--- src/rtl/tim_cfg_pkg.sv ---
// Shared encodings for the timer configuration sequencer: command ops,
// timer register offsets, CTRL bit layout, FSM states and the per-step transfer record.
package tim_cfg_pkg;

    typedef enum logic [1:0] {
        OP_START    = 2'b00,
        OP_STOP     = 2'b01,
        OP_READ_CUR = 2'b10,
        OP_CLR_INT  = 2'b11
    } op_e;

    localparam logic [7:0] OFF_LOAD   = 8'h00;
    localparam logic [7:0] OFF_CURVAL = 8'h04;
    localparam logic [7:0] OFF_CTRL   = 8'h08;
    localparam logic [7:0] OFF_EOI    = 8'h0C;

    localparam int CTRL_EN_BIT   = 0;
    localparam int CTRL_MODE_BIT = 1;
    localparam int CTRL_MASK_BIT = 2;

    typedef enum logic [1:0] {
        ST_IDLE,
        ST_SETUP,
        ST_ACCESS,
        ST_RESP
    } state_e;

    typedef struct packed {
        logic [7:0]  addr;
        logic        write;
        logic [31:0] wdata;
    } xfer_t;

    function automatic logic [31:0] ctrl_word(input logic en, input logic mode, input logic mask);
        logic [31:0] w;
        w                = '0;
        w[CTRL_EN_BIT]   = en;
        w[CTRL_MODE_BIT] = mode;
        w[CTRL_MASK_BIT] = mask;
        return w;
    endfunction

endpackage

--- src/rtl/tim_apb_mstr.sv ---
// Two-phase APB2 engine: a req cycle launches SETUP on the next cycle, then ACCESS.
// A req raised during ACCESS chains straight into the next SETUP, keeping psel high.
module tim_apb_mstr (
    input  logic        pclk,
    input  logic        presetn,
    input  logic        req,
    input  logic [7:0]  addr,
    input  logic        write,
    input  logic [31:0] wdata,
    output logic        done,
    output logic [31:0] rdata,
    output logic        m_psel,
    output logic        m_penable,
    output logic        m_pwrite,
    output logic [7:0]  m_paddr,
    output logic [31:0] m_pwdata,
    input  logic [31:0] m_prdata
);

    always_ff @(posedge pclk or negedge presetn) begin
        if (!presetn) begin
            m_psel    <= 1'b0;
            m_penable <= 1'b0;
            m_pwrite  <= 1'b0;
            m_paddr   <= '0;
            m_pwdata  <= '0;
        end else if (req) begin
            m_psel    <= 1'b1;
            m_penable <= 1'b0;
            m_pwrite  <= write;
            m_paddr   <= addr;
            m_pwdata  <= wdata;
        end else if (m_psel && !m_penable) begin
            m_penable <= 1'b1;
        end else begin
            m_psel    <= 1'b0;
            m_penable <= 1'b0;
        end
    end

    // No pready: every ACCESS cycle completes, read data is valid at its end.
    assign done  = m_psel & m_penable;
    assign rdata = m_prdata;

endmodule

--- src/rtl/tim_cfg_seq.sv ---
// Command-driven APB master that starts, stops, reads or acknowledges a timer
// channel by issuing a short fixed sequence of register transfers.
module tim_cfg_seq
    import tim_cfg_pkg::*;
#(
    parameter int         NUM_CH    = 2,
    parameter int         CH_W      = 3,
    parameter logic [7:0] CH_STRIDE = 8'h14
) (
    input  logic            pclk,
    input  logic            presetn,
    input  logic            cmd_valid,
    output logic            cmd_ready,
    input  logic [1:0]      cmd_op,
    input  logic [CH_W-1:0] cmd_ch,
    input  logic [31:0]     cmd_load,
    input  logic            cmd_mode,
    input  logic            cmd_int_mask,
    output logic            rsp_valid,
    output logic            rsp_err,
    output logic [31:0]     rsp_data,
    output logic            busy,
    output logic            m_psel,
    output logic            m_penable,
    output logic            m_pwrite,
    output logic [7:0]      m_paddr,
    output logic [31:0]     m_pwdata,
    input  logic [31:0]     m_prdata
);

    state_e          state;
    logic [1:0]      step;
    op_e             op_q;
    logic [CH_W-1:0] ch_q;
    logic [31:0]     load_q;
    logic            mode_q;
    logic            mask_q;

    logic            accept;
    logic            legal;
    logic            cur_last;
    xfer_t           cur;
    xfer_t           nxt;
    xfer_t           rq;
    logic            req;
    logic            done;
    logic [31:0]     rdata;

    function automatic xfer_t xfer_at(input op_e op, input logic [CH_W-1:0] ch,
                                      input logic [31:0] load, input logic mode,
                                      input logic mask, input logic [1:0] stp);
        logic [7:0] base;
        xfer_t      x;
        base    = 8'(int'(ch) * int'(CH_STRIDE));
        x.addr  = base + OFF_CTRL;
        x.write = 1'b1;
        x.wdata = '0;
        case (op)
            OP_START: begin
                if (stp == 2'd1) begin
                    x.addr  = base + OFF_LOAD;
                    x.wdata = load;
                end else if (stp == 2'd2) begin
                    x.wdata = ctrl_word(1'b1, mode, mask);
                end
            end
            OP_READ_CUR: begin
                x.addr  = base + OFF_CURVAL;
                x.write = 1'b0;
            end
            OP_CLR_INT: begin
                x.addr  = base + OFF_EOI;
                x.write = 1'b0;
            end
            default: ;
        endcase
        return x;
    endfunction

    function automatic logic is_last(input op_e op, input logic [1:0] stp);
        return (op != OP_START) || (stp == 2'd2);
    endfunction

    assign accept   = cmd_valid & cmd_ready;
    assign legal    = int'(cmd_ch) < NUM_CH;
    assign cur      = xfer_at(op_q, ch_q, load_q, mode_q, mask_q, step);
    assign nxt      = xfer_at(op_q, ch_q, load_q, mode_q, mask_q, step + 2'd1);
    assign cur_last = is_last(op_q, step);

    // The first step is built from the live command so SETUP lands one cycle after accept.
    always_comb begin
        req = 1'b0;
        rq  = cur;
        if (state == ST_IDLE && accept && legal) begin
            req = 1'b1;
            rq  = xfer_at(op_e'(cmd_op), cmd_ch, cmd_load, cmd_mode, cmd_int_mask, 2'd0);
        end else if (state == ST_ACCESS && !cur_last) begin
            req = 1'b1;
            rq  = nxt;
        end
    end

    always_ff @(posedge pclk or negedge presetn) begin
        if (!presetn) begin
            state     <= ST_IDLE;
            step      <= 2'd0;
            op_q      <= OP_START;
            ch_q      <= '0;
            load_q    <= '0;
            mode_q    <= 1'b0;
            mask_q    <= 1'b0;
            cmd_ready <= 1'b1;
            busy      <= 1'b0;
            rsp_valid <= 1'b0;
            rsp_err   <= 1'b0;
            rsp_data  <= '0;
        end else begin
            case (state)
                ST_IDLE: begin
                    if (accept) begin
                        op_q      <= op_e'(cmd_op);
                        ch_q      <= cmd_ch;
                        load_q    <= cmd_load;
                        mode_q    <= cmd_mode;
                        mask_q    <= cmd_int_mask;
                        step      <= 2'd0;
                        cmd_ready <= 1'b0;
                        busy      <= 1'b1;
                        rsp_data  <= '0;
                        if (legal) begin
                            state <= ST_SETUP;
                        end else begin
                            state     <= ST_RESP;
                            rsp_valid <= 1'b1;
                            rsp_err   <= 1'b1;
                        end
                    end
                end
                ST_SETUP: begin
                    state <= ST_ACCESS;
                end
                ST_ACCESS: begin
                    if (done && !cur.write) begin
                        rsp_data <= rdata;
                    end
                    if (cur_last) begin
                        state     <= ST_RESP;
                        rsp_valid <= 1'b1;
                    end else begin
                        step  <= step + 2'd1;
                        state <= ST_SETUP;
                    end
                end
                ST_RESP: begin
                    state     <= ST_IDLE;
                    rsp_valid <= 1'b0;
                    rsp_err   <= 1'b0;
                    cmd_ready <= 1'b1;
                    busy      <= 1'b0;
                end
                default: state <= ST_IDLE;
            endcase
        end
    end

    tim_apb_mstr u_apb (
        .pclk      (pclk),
        .presetn   (presetn),
        .req       (req),
        .addr      (rq.addr),
        .write     (rq.write),
        .wdata     (rq.wdata),
        .done      (done),
        .rdata     (rdata),
        .m_psel    (m_psel),
        .m_penable (m_penable),
        .m_pwrite  (m_pwrite),
        .m_paddr   (m_paddr),
        .m_pwdata  (m_pwdata),
        .m_prdata  (m_prdata)
    );

endmodule

--- config.mk ---
export PLATFORM = sky130hd
export DESIGN_NAME = tim_cfg_seq
export DESIGN_NICKNAME = d
export VERILOG_FILES = /design/src/rtl/tim_cfg_pkg.sv /design/src/rtl/tim_apb_mstr.sv /design/src/rtl/tim_cfg_seq.sv
export SDC_FILE = /design/constraint.sdc
export NUM_CORES = 1
export LEC_CHECK = 0
export BUFFER_PORTS_ARGS = -buffer_cell sky130_fd_sc_hd__buf_2
export CORE_MARGIN = 2
export CORE_UTILIZATION = 30
export DETAILED_ROUTE_END_ITERATION = 8
export GPL_TIMING_DRIVEN = 0
export PLACE_DENSITY = 0.49
export SLEW_MARGIN = 15
export SYNTH_ARGS = -nofsm -noshare
export SYNTH_HDL_FRONTEND = slang
export SYNTH_SLANG_ARGS = --single-unit
--- constraint.sdc ---
create_clock -name pclk -period 2.6 [get_ports pclk]
set_input_delay 0.65 -clock pclk [delete_from_list [all_inputs] [get_ports pclk]]
set_output_delay 0.65 -clock pclk [all_outputs]
set_load 0.01 [all_outputs]
# == Yosys cells after proc, flatten, opt, wreduce, memory -nomap -nowiden ==
# Index checks and enable logic that the tools add are counted.
# word_totals
ff_bits,122
out_inout_bits,79
# classes
n_addsub,7
multipliers,2
order_cmp,1
n_eq_ne,17
muxes,39
bitwise_logic,2
reduce_logical,21
# op_table
operator,count
32-bit 2-to-1 mux,6
41-bit 2-to-1 mux,2
32-bit case mux with 2 select lines,1
8-bit case mux with 3 select lines,2
"8-bit by 4-bit adder with 8-bit output, second input constant",4
9-bit case mux with 2 select lines,1
"8-bit by 3-bit adder with 8-bit output, second input constant",2
"2-bit == test, second input constant",8
8-bit 2-to-1 mux,2
"3-bit by 3-bit multiplier with 6-bit output, second input constant",2
1-bit 2-to-1 mux,12
2-bit 2-to-1 mux,5
"2-bit inequality test, second input constant",5
3-bit AND reduction,3
2-bit case mux with 4 select lines,1
"2-bit by 1-bit == test with 1-bit output, second input constant",3
3-bit 2-to-1 mux,2
1-bit case mux with 2 select lines,3
2-bit nonzero test,3
1-bit logical AND,5
2-bit zero test,2
2-bit case mux with 2 select lines,1
2-bit AND reduction,2
4-bit AND reduction,1
9 further kinds,11

# == Depth between registers and ports, before layout ==
# Gate-level depths: netlist (run 1).
# logic_depth
ltp_word,7
mapped_depth,9

# == Hierarchy ==
# A second synthesis (run 1) with hierarchy kept.
# hier_totals
hier_cells,631
hier_area_um2,6217.2
# by_module_without_submodules
mod,instances,cells_each,area_per_inst_um2
tim_cfg_seq,1,506,4187.8
tim_apb_mstr,1,125,2029.4

# == Worst setup path before layout (run 1) ==
# Ideal clock, no wire load.
# synth_timing
kind,input to register
startpoint,input port cmd_op[1]
endpoint,register u_apb.m_paddr[4]
setup_time_ps,140
arrival_ps,1991
required_time_ps,2460
slack_ps,470
path_stages,7
cell_sequence,clkbuf_1 > nand2_1 > fa_1 > xnor2_1 > mux2_2 > o22ai_1 > a31oi_1
# synth_between
elab_chain_len,3
# synth_lines
element,line_no,text
"start, declared",tim_cfg_seq.sv:14,"input logic [1:0] cmd_op,"
2-bit == test,tim_cfg_seq.sv:58,case (op)
9-bit case mux with 2 select lines *,tim_cfg_seq.sv:58,
41-bit 2-to-1 mux *,tim_cfg_seq.sv:94,if (state == ST_IDLE && accept && legal) begin
"end signal, assigned",tim_apb_mstr.sv:31,m_paddr <= addr;
"end, declared",tim_apb_mstr.sv:15,"output logic [7:0] m_paddr,"
# Every way passes the cells marked *; elsewhere a longest branch is shown, timed or not.
# A chain may end at the register's enable or synchronous reset.

# == Worst setup path after layout (run 1) ==
# layout_timing
startpoint,register step[0]
endpoint,register u_apb.m_pwdata[6]
# layout_between
elab_chain_len,6
# layout_lines
element,line_no,text
"start, declared",tim_cfg_seq.sv:32,logic [1:0] step;
"start signal, assigned",tim_cfg_seq.sv:150,step <= step + 2'd1;
2-bit by 1-bit adder with 2-bit output or 2-bit == test (tied branches),"tim_cfg_seq.sv:87, tim_cfg_seq.sv:81",
2-bit by 1-bit == test with 1-bit output or 1-bit logical OR (tied branches),"tim_cfg_seq.sv:60, tim_cfg_seq.sv:81",
32-bit 2-to-1 mux or 1-bit zero test (tied branches),"tim_cfg_seq.sv:60, tim_cfg_seq.sv:97",
32-bit 2-to-1 mux or 1-bit logical AND (tied branches),"tim_cfg_seq.sv:58, tim_cfg_seq.sv:97",
41-bit 2-to-1 mux or 1-bit 2-to-1 mux (tied branches),tim_cfg_seq.sv:97,end else if (state == ST_ACCESS && !cur_last) begin
41-bit 2-to-1 mux or 1-bit 2-to-1 mux (tied branches),tim_cfg_seq.sv:94,
"end signal, assigned",tim_apb_mstr.sv:32,m_pwdata <= wdata;
"end, declared",tim_apb_mstr.sv:16,"output logic [31:0] m_pwdata,"
# Several ways; a longest one is shown, not always the timed one.

==> flow_metrics.py, run 1 <==
metrics = {
    "run_status": {
        "outcome": "finished clean",
    },
    "synthesis": {
        "synth_top_area_frac": 0.578,
        "synth_flop_cell": "dfrtp_1",
        "ys_seq_area_frac": 0.583,
        "synth_common_cells": "nand2_1, dfrtp_1, o21ai_0",
        "syn_area_per_cell_um2": 9.82,
        "synthArstFlopShare": 1.00,
        "netlist_top_cells_area": "dfrtp_1, nand2_1, a22o_1",
        "yosysTopAreaCell": "dfrtp_1",
        "ys_ff_latch": 120,
        "synth.distinct_cells": 53,
        "synth_edf_count": 0,
        "yosysWarnings": 0,
        "synthMostInstantiatedCell": "nand2_1",
        "synth_area_mm2": 0.00516,
        "synthCells": 525,
    },
    "route": {
        "vias": 4256,
        "drtIter0Drc": 183,
        "wirelength_um": 13700,
        "first_pass_iters": 4,
        "ant_nets": 0,
        "wl_per_cell_um": 14.8,
        "viasPerCell": 4.58,
        "drc": 0,
    },
    "clocking": {
        "clockRootBuffer": "clkbuf_16",
        "cts.reportedPaths.clkPinSlew_ns": 0.05,
        "cts_setup_buffers": 0,
        "cts_sinks": 120,
        "cts-hold-fix-buffers": 0,
        "cts_buffer_depth": 2,
        "htreeDepth": 4,
        "cts_tree": "done",
        "worstSkewPairLatency_ns": 0.42,
        "numCtsBuffers": 17,
        "ctsResizeCount": 0,
    },
    "setup_path": {
        "worst-path-max-fanout": 10,
        "required_ns": 2.95,
        "end_kind": "flip-flop",
        "start_kind": "flip-flop",
        "r2r_end": "u_apb.m_pwdata[6]",
        "r2r-start": "step[0]",
        "r2r_setup_slack_ns": 0.36,
        "crit_type": "flip-flop to flip-flop",
        "reg2reg_depth": 7,
        "worstPathArrival_ns": 2.59,
    },
    "timing": {
        "slew_violations": 0,
        "layout_min_cycle_time_ns": 2.24,
        "setup_ws_ns": 0.363,
        "max_slew.worst_pin.slew_ns": 0.520,
        "fmax_mhz": 447,
        "setup_viol": 0,
        "relSlewSlack": 0.654,
        "final-hold-violation-count": 0,
        "clock_skew_ns": 0.00695,
        "grt_setup_unrepaired": "no",
        "layout_worst_path_cycle_share": 0.860,
    },
    "finish": {
        "drive_gt1_frac": 0.289,
        "finalNetCount": 785,
        "fin_cells": 929,
        "postLayoutCoreUtil": 0.408,
        "antenna_cells": 0,
        "areaGrowthSynthToFinish_pct": 32.2,
    },
    "global_routing": {
        "grt_pass1_wl_um": 22100,
        "grt_pass1_vias": 4217,
        "overflow": 0,
        "antenna_found_initial": 0,
        "gr-usage-all-layers": 0.155,
        "grt_max_degree": 80,
    },
    "place": {
        "portBuffers": 150,
        "dpl.hpwl_um": 9880,
        "pre_cts_slack_ns": 0.149,
        "gp_congestion": 0.782,
        "place_inst": 897,
    },
    "flow_run": {
        "drv_cap": 0,
    },
    "die": {
        "placeableCoreArea_mm2": 0.0167,
        "ios": 153,
        "std_cell_rows": 47,
        "die_h_um": 135,
        "die_w_um": 135,
        "dieArea_mm2": 0.0183,
        "start_util": 0.309,
    },
    "pwr": {
        "power.density_mw_per_mm2": 645,
        "ir_drop_mv": 0.472,
        "p_leak_nw": 3.55,
    },
    "min_path": {
        "hp-class": "primary input to async pin",
    },
}
==> layout by cell type (no fill, tap or decap), types with 3 or more instances in the layout <==
cell,instances
nand2_1,188
nor2_1,10
o21ai_0,42
dfrtp_1,119
buf_2,157
mux2i_1,4
ha_1,14
bufinv_16,3
a21oi_1,7
a31oi_1,4
o2bb2ai_1,3
inv_1,12
xor2_1,3
buf_1,4
clkbuf_16,17
a22o_1,29
xnor2_1,4
nor2b_1,3
clkinv_2,4
nand3_1,5
clkbuf_1,20
o22ai_1,7
buf_4,3
clkinv_4,3
nand2b_1,3
==> metal layers <==
layer | vias to the layer above | global-route usage | wire length (µm)
li1 | 2097 | - | -
met1 | 2034 | 0.207 | 6510
met2 | 117 | 0.238 | 6120
met3 | 8 | 0.0574 | 994
met4 | 0 | 0.0434 | 118
met5 | - | 0 | 0
==> flip-flops by register name, indices dropped and copies added, names as in the netlist, 2 cells and up <==
name            count
op_q                2
ch_q                3
u_apb.m_pwdata     32
step                2
load_q             32
u_apb.m_paddr       6
rsp_data           32
state               2
==> metrics by stage <==
step | total power, mW | hold slack [ns] | instance area [µm²] | TNS, ns
4_1_cts | 4.46 | 0.146 | 6820 | 0
5_1_grt | 4.57 | 0.166 | 6820 | 0
3_5_place_dp | 2.05 | 0.463 | 6220 | 0
2_1_floorplan | 1.94 | 0.354 | 5160 | 0
6_report | 4.40 | 0.146 | 6820 | 0
3_3_place_gp | 2.05 | 0.458 | 6190 | -83.61
==> cell families after synthesis <==
kind of cell | synth area share
AOI/OAI and AO/OA | 0.142
xor gates and xnor gates | 0.0119
adders and majority gates | 0.0379
buffers and inverters | 0.0391
DFF | 0.583
muxes | 0.00995
other | 0.000727
and+or+nand+nor | 0.176
==> where the power goes <==
part	switching, mW	total (mW)	leakage, nW	internal [mW]
Combinational	0.0821	0.149	1.67	0.0665
Sequential	0	1.87	1.58	1.87
Clock	0.855	2.38	0.290	1.53
==> worst max-delay path by stage <==
| stage | depth (start not counted) | from | end |
|---|---|---|---|
| after floorplan | 7 | cmd_op[1] | u_apb.m_paddr[4] |
| after global placement | 1 | presetn | load_q[14] |
| after detailed placement | 9 | cmd_op[1] | u_apb.m_paddr[6] |
| after CTS | 7 | step[0] | u_apb.m_pwdata[6] |
| after global routing | 8 | step[0] | u_apb.m_paddr[4] |
| final | 7 | step[0] | u_apb.m_pwdata[6] |
==> critical path, cell delays in order, from the launching register on <==
cell and delay, ns:
dfrtp_1 0.42, inv_1 0.11, ha_1 0.14, clkbuf_1 0.33
and3_1 0.22, clkbuf_1 0.29, clkbuf_1 0.45, a22o_1 0.21
==> cell type report <==
class                   count  area [µm²]
repair buffers            151         785
clock buffers              20         447
flip-flops and latches    120        3000
multi-input cells         360        1950
plain buffers              34         156
clock inverters            12         151
inverters                  12        45.0
fillers                  1716        9880
well taps                 220         275
No activity file was read; power rests on OpenSTA's default activity.
==> inputs of run 2 (changes only) <==
- CTS_CLUSTER_SIZE: unset -> 30
- PLACE_DENSITY: 0.49 -> unset
- SKIP_LAST_GASP: unset -> 1
==> flow_metrics.py, run 2 (synthesis results as in run 1) <==
metrics = {
    "place": {
        "pre_cts_slack_ns": 0.0972,
        "portBuffers": 150,
        "dpl.hpwl_um": 9640,
        "gp_congestion": 0.779,
        "placed_area_mm2": 0.00622,
    },
    "finish": {
        "finalNetCount": 785,
        "layout.cells.most_common_list": "nand2_1, buf_2, dfrtp_1",
        "areaGrowthSynthToFinish_pct": 31.5,
        "reg.largest.list": "load_q (32), rsp_data (32), u_apb.m_pwdata (32)",
        "final_cell_area_mm2": 0.00678,
        "antenna_cells": 0,
        "drive_gt1_frac": 0.291,
        "final_common_cell": "nand2_1",
    },
    "timing": {
        "final-hold-violation-count": 0,
        "clock_skew_ns": 0.0100,
        "max_slew.worst_pin.slew_ns": 0.547,
        "layout_worst_path_cycle_share": 0.831,
        "setup_ws_ns": 0.440,
        "grt_setup_unrepaired": "no",
        "slew_violations": 0,
        "setup_viol": 0,
        "layout_min_cycle_time_ns": 2.16,
        "relSlewSlack": 0.635,
        "tns_ns": 0,
        "fmax_mhz": 463,
    },
    "setup_path": {
        "worstPathArrival_ns": 2.50,
        "start_kind": "flip-flop",
        "end_kind": "flip-flop",
        "worst-path-max-fanout": 10,
        "crit_type": "flip-flop to flip-flop",
        "required_ns": 2.94,
    },
    "global_routing": {
        "antenna_found_initial": 1,
        "grt_pass1_vias": 4239,
        "gr-usage-all-layers": 0.153,
        "grt_pass1_wl_um": 21800,
        "grt_max_degree": 78,
        "overflow": 0,
    },
    "clocking": {
        "cts_tree": "done",
        "clockRootBuffer": "clkbuf_16",
        "worstSkewPairLatency_ns": 0.42,
        "cts_setup_buffers": 0,
        "cts_buffer_depth": 2,
        "ctsResizeCount": 0,
        "numCtsBuffers": 17,
        "cts-hold-fix-buffers": 0,
        "htreeDepth": 4,
        "cts.reportedPaths.clkPinSlew_ns": 0.06,
        "cts_sinks": 120,
    },
    "die": {
        "placeableCoreArea_mm2": 0.0167,
        "ios": 153,
        "dieArea_mm2": 0.0183,
        "die_h_um": 135,
        "std_cell_rows": 47,
        "start_util": 0.309,
        "die_w_um": 135,
    },
    "pwr": {
        "switchingPower_mw": 0.963,
        "clockPowerShare": 0.525,
        "p_sw_frac": 0.227,
        "seq_power_share": 0.440,
        "internal-power_mw": 3.28,
        "p_comb_frac": 0.035,
        "power.density_mw_per_mm2": 625,
        "p_leak_nw": 3.53,
        "ir_drop_mv": 0.415,
    },
    "flow_run": {
        "drv_cap": 0,
    },
    "route": {
        "first_pass_iters": 4,
        "wirelength_um": 13400,
        "drtIter0Drc": 175,
        "ant_nets": 0,
        "viasPerCell": 4.58,
        "wl_per_cell_um": 14.4,
        "vias": 4253,
        "drc": 0,
    },
    "run_status": {
        "outcome": "finished clean",
    },
    "min_path": {
        "hp-class": "primary input to async pin",
    },
}
==> run 2: cell types whose count changed in the layout (fill, tap and decap cells not counted), sizes merged <==
cell	delta
bufinv	-2
clkinvlp	+1
clkinv	-1
clkbuf	-1
inv	+3
==> run 2: worst paths after layout <==
check	depth (start not counted)	from	endpoint	slack (ns)
worst max-delay path	8	step[0]	u_apb.m_paddr[4]	0.44
worst min-delay path	1	presetn	load_q[14]	0.15
worst max register to register	8	step[0]	u_apb.m_paddr[4]	0.44
worst min register to register	2	load_q[22]	load_q[22]	0.47
max in group asynchronous	2	presetn	cmd_ready	1.69
min in group pclk	3	cmd_load[8]	load_q[8]	0.42
==> run 2: through the flow <==
stage          cells  hold WS, ns   util  total power [mW]
2_1_floorplan    526        0.354      -              1.94
3_3_place_gp     896        0.457  0.370              2.05
3_5_place_dp     897        0.463  0.372              2.05
4_1_cts          929        0.152  0.406              4.30
5_1_grt          929        0.166  0.406              4.41
6_report         929        0.151  0.406              4.24
==> run 2: cell type report <==
| class | instances | area, µm² |
|---|---|---|
| Clock inverter | 13 | 120 |
| Sequential cell | 120 | 3000 |
| Tap cell | 220 | 275 |
| Clock buffer | 19 | 443 |
| Timing Repair Buffer | 151 | 785 |
| Buffer | 34 | 156 |
| Multi-Input combinational cell | 360 | 1950 |
| Inverter | 12 | 45.0 |
| Fill cell | 1727 | 9920 |
==> run 2: worst max-delay path, stage by stage, from the launching register on <==
cell	delay, ns
dfrtp_1	0.42
inv_1	0.10
ha_1	0.14
clkbuf_1	0.33
and3_1	0.22
clkbuf_1	0.25
buf_2	0.30
o21ai_0	0.15
a31oi_1	0.17
==> run 2: per-layer routing <==
layer / track usage / wire length, µm
met3: 0.0616 / 1010
met1: 0.198 / 6040
met4: 0.0521 / 174
met5: 0 / 13
met2: 0.235 / 6160
==> run 2: power groups by stage <==
stage	Clock, mW	Combinational (mW)	Sequential, mW
after floorplan	0	0.0405	1.90
after global routing	2.37	0.169	1.87
after global placement	0	0.145	1.90
after CTS	2.28	0.152	1.87
after detailed placement	0	0.151	1.90
final	2.23	0.148	1.87
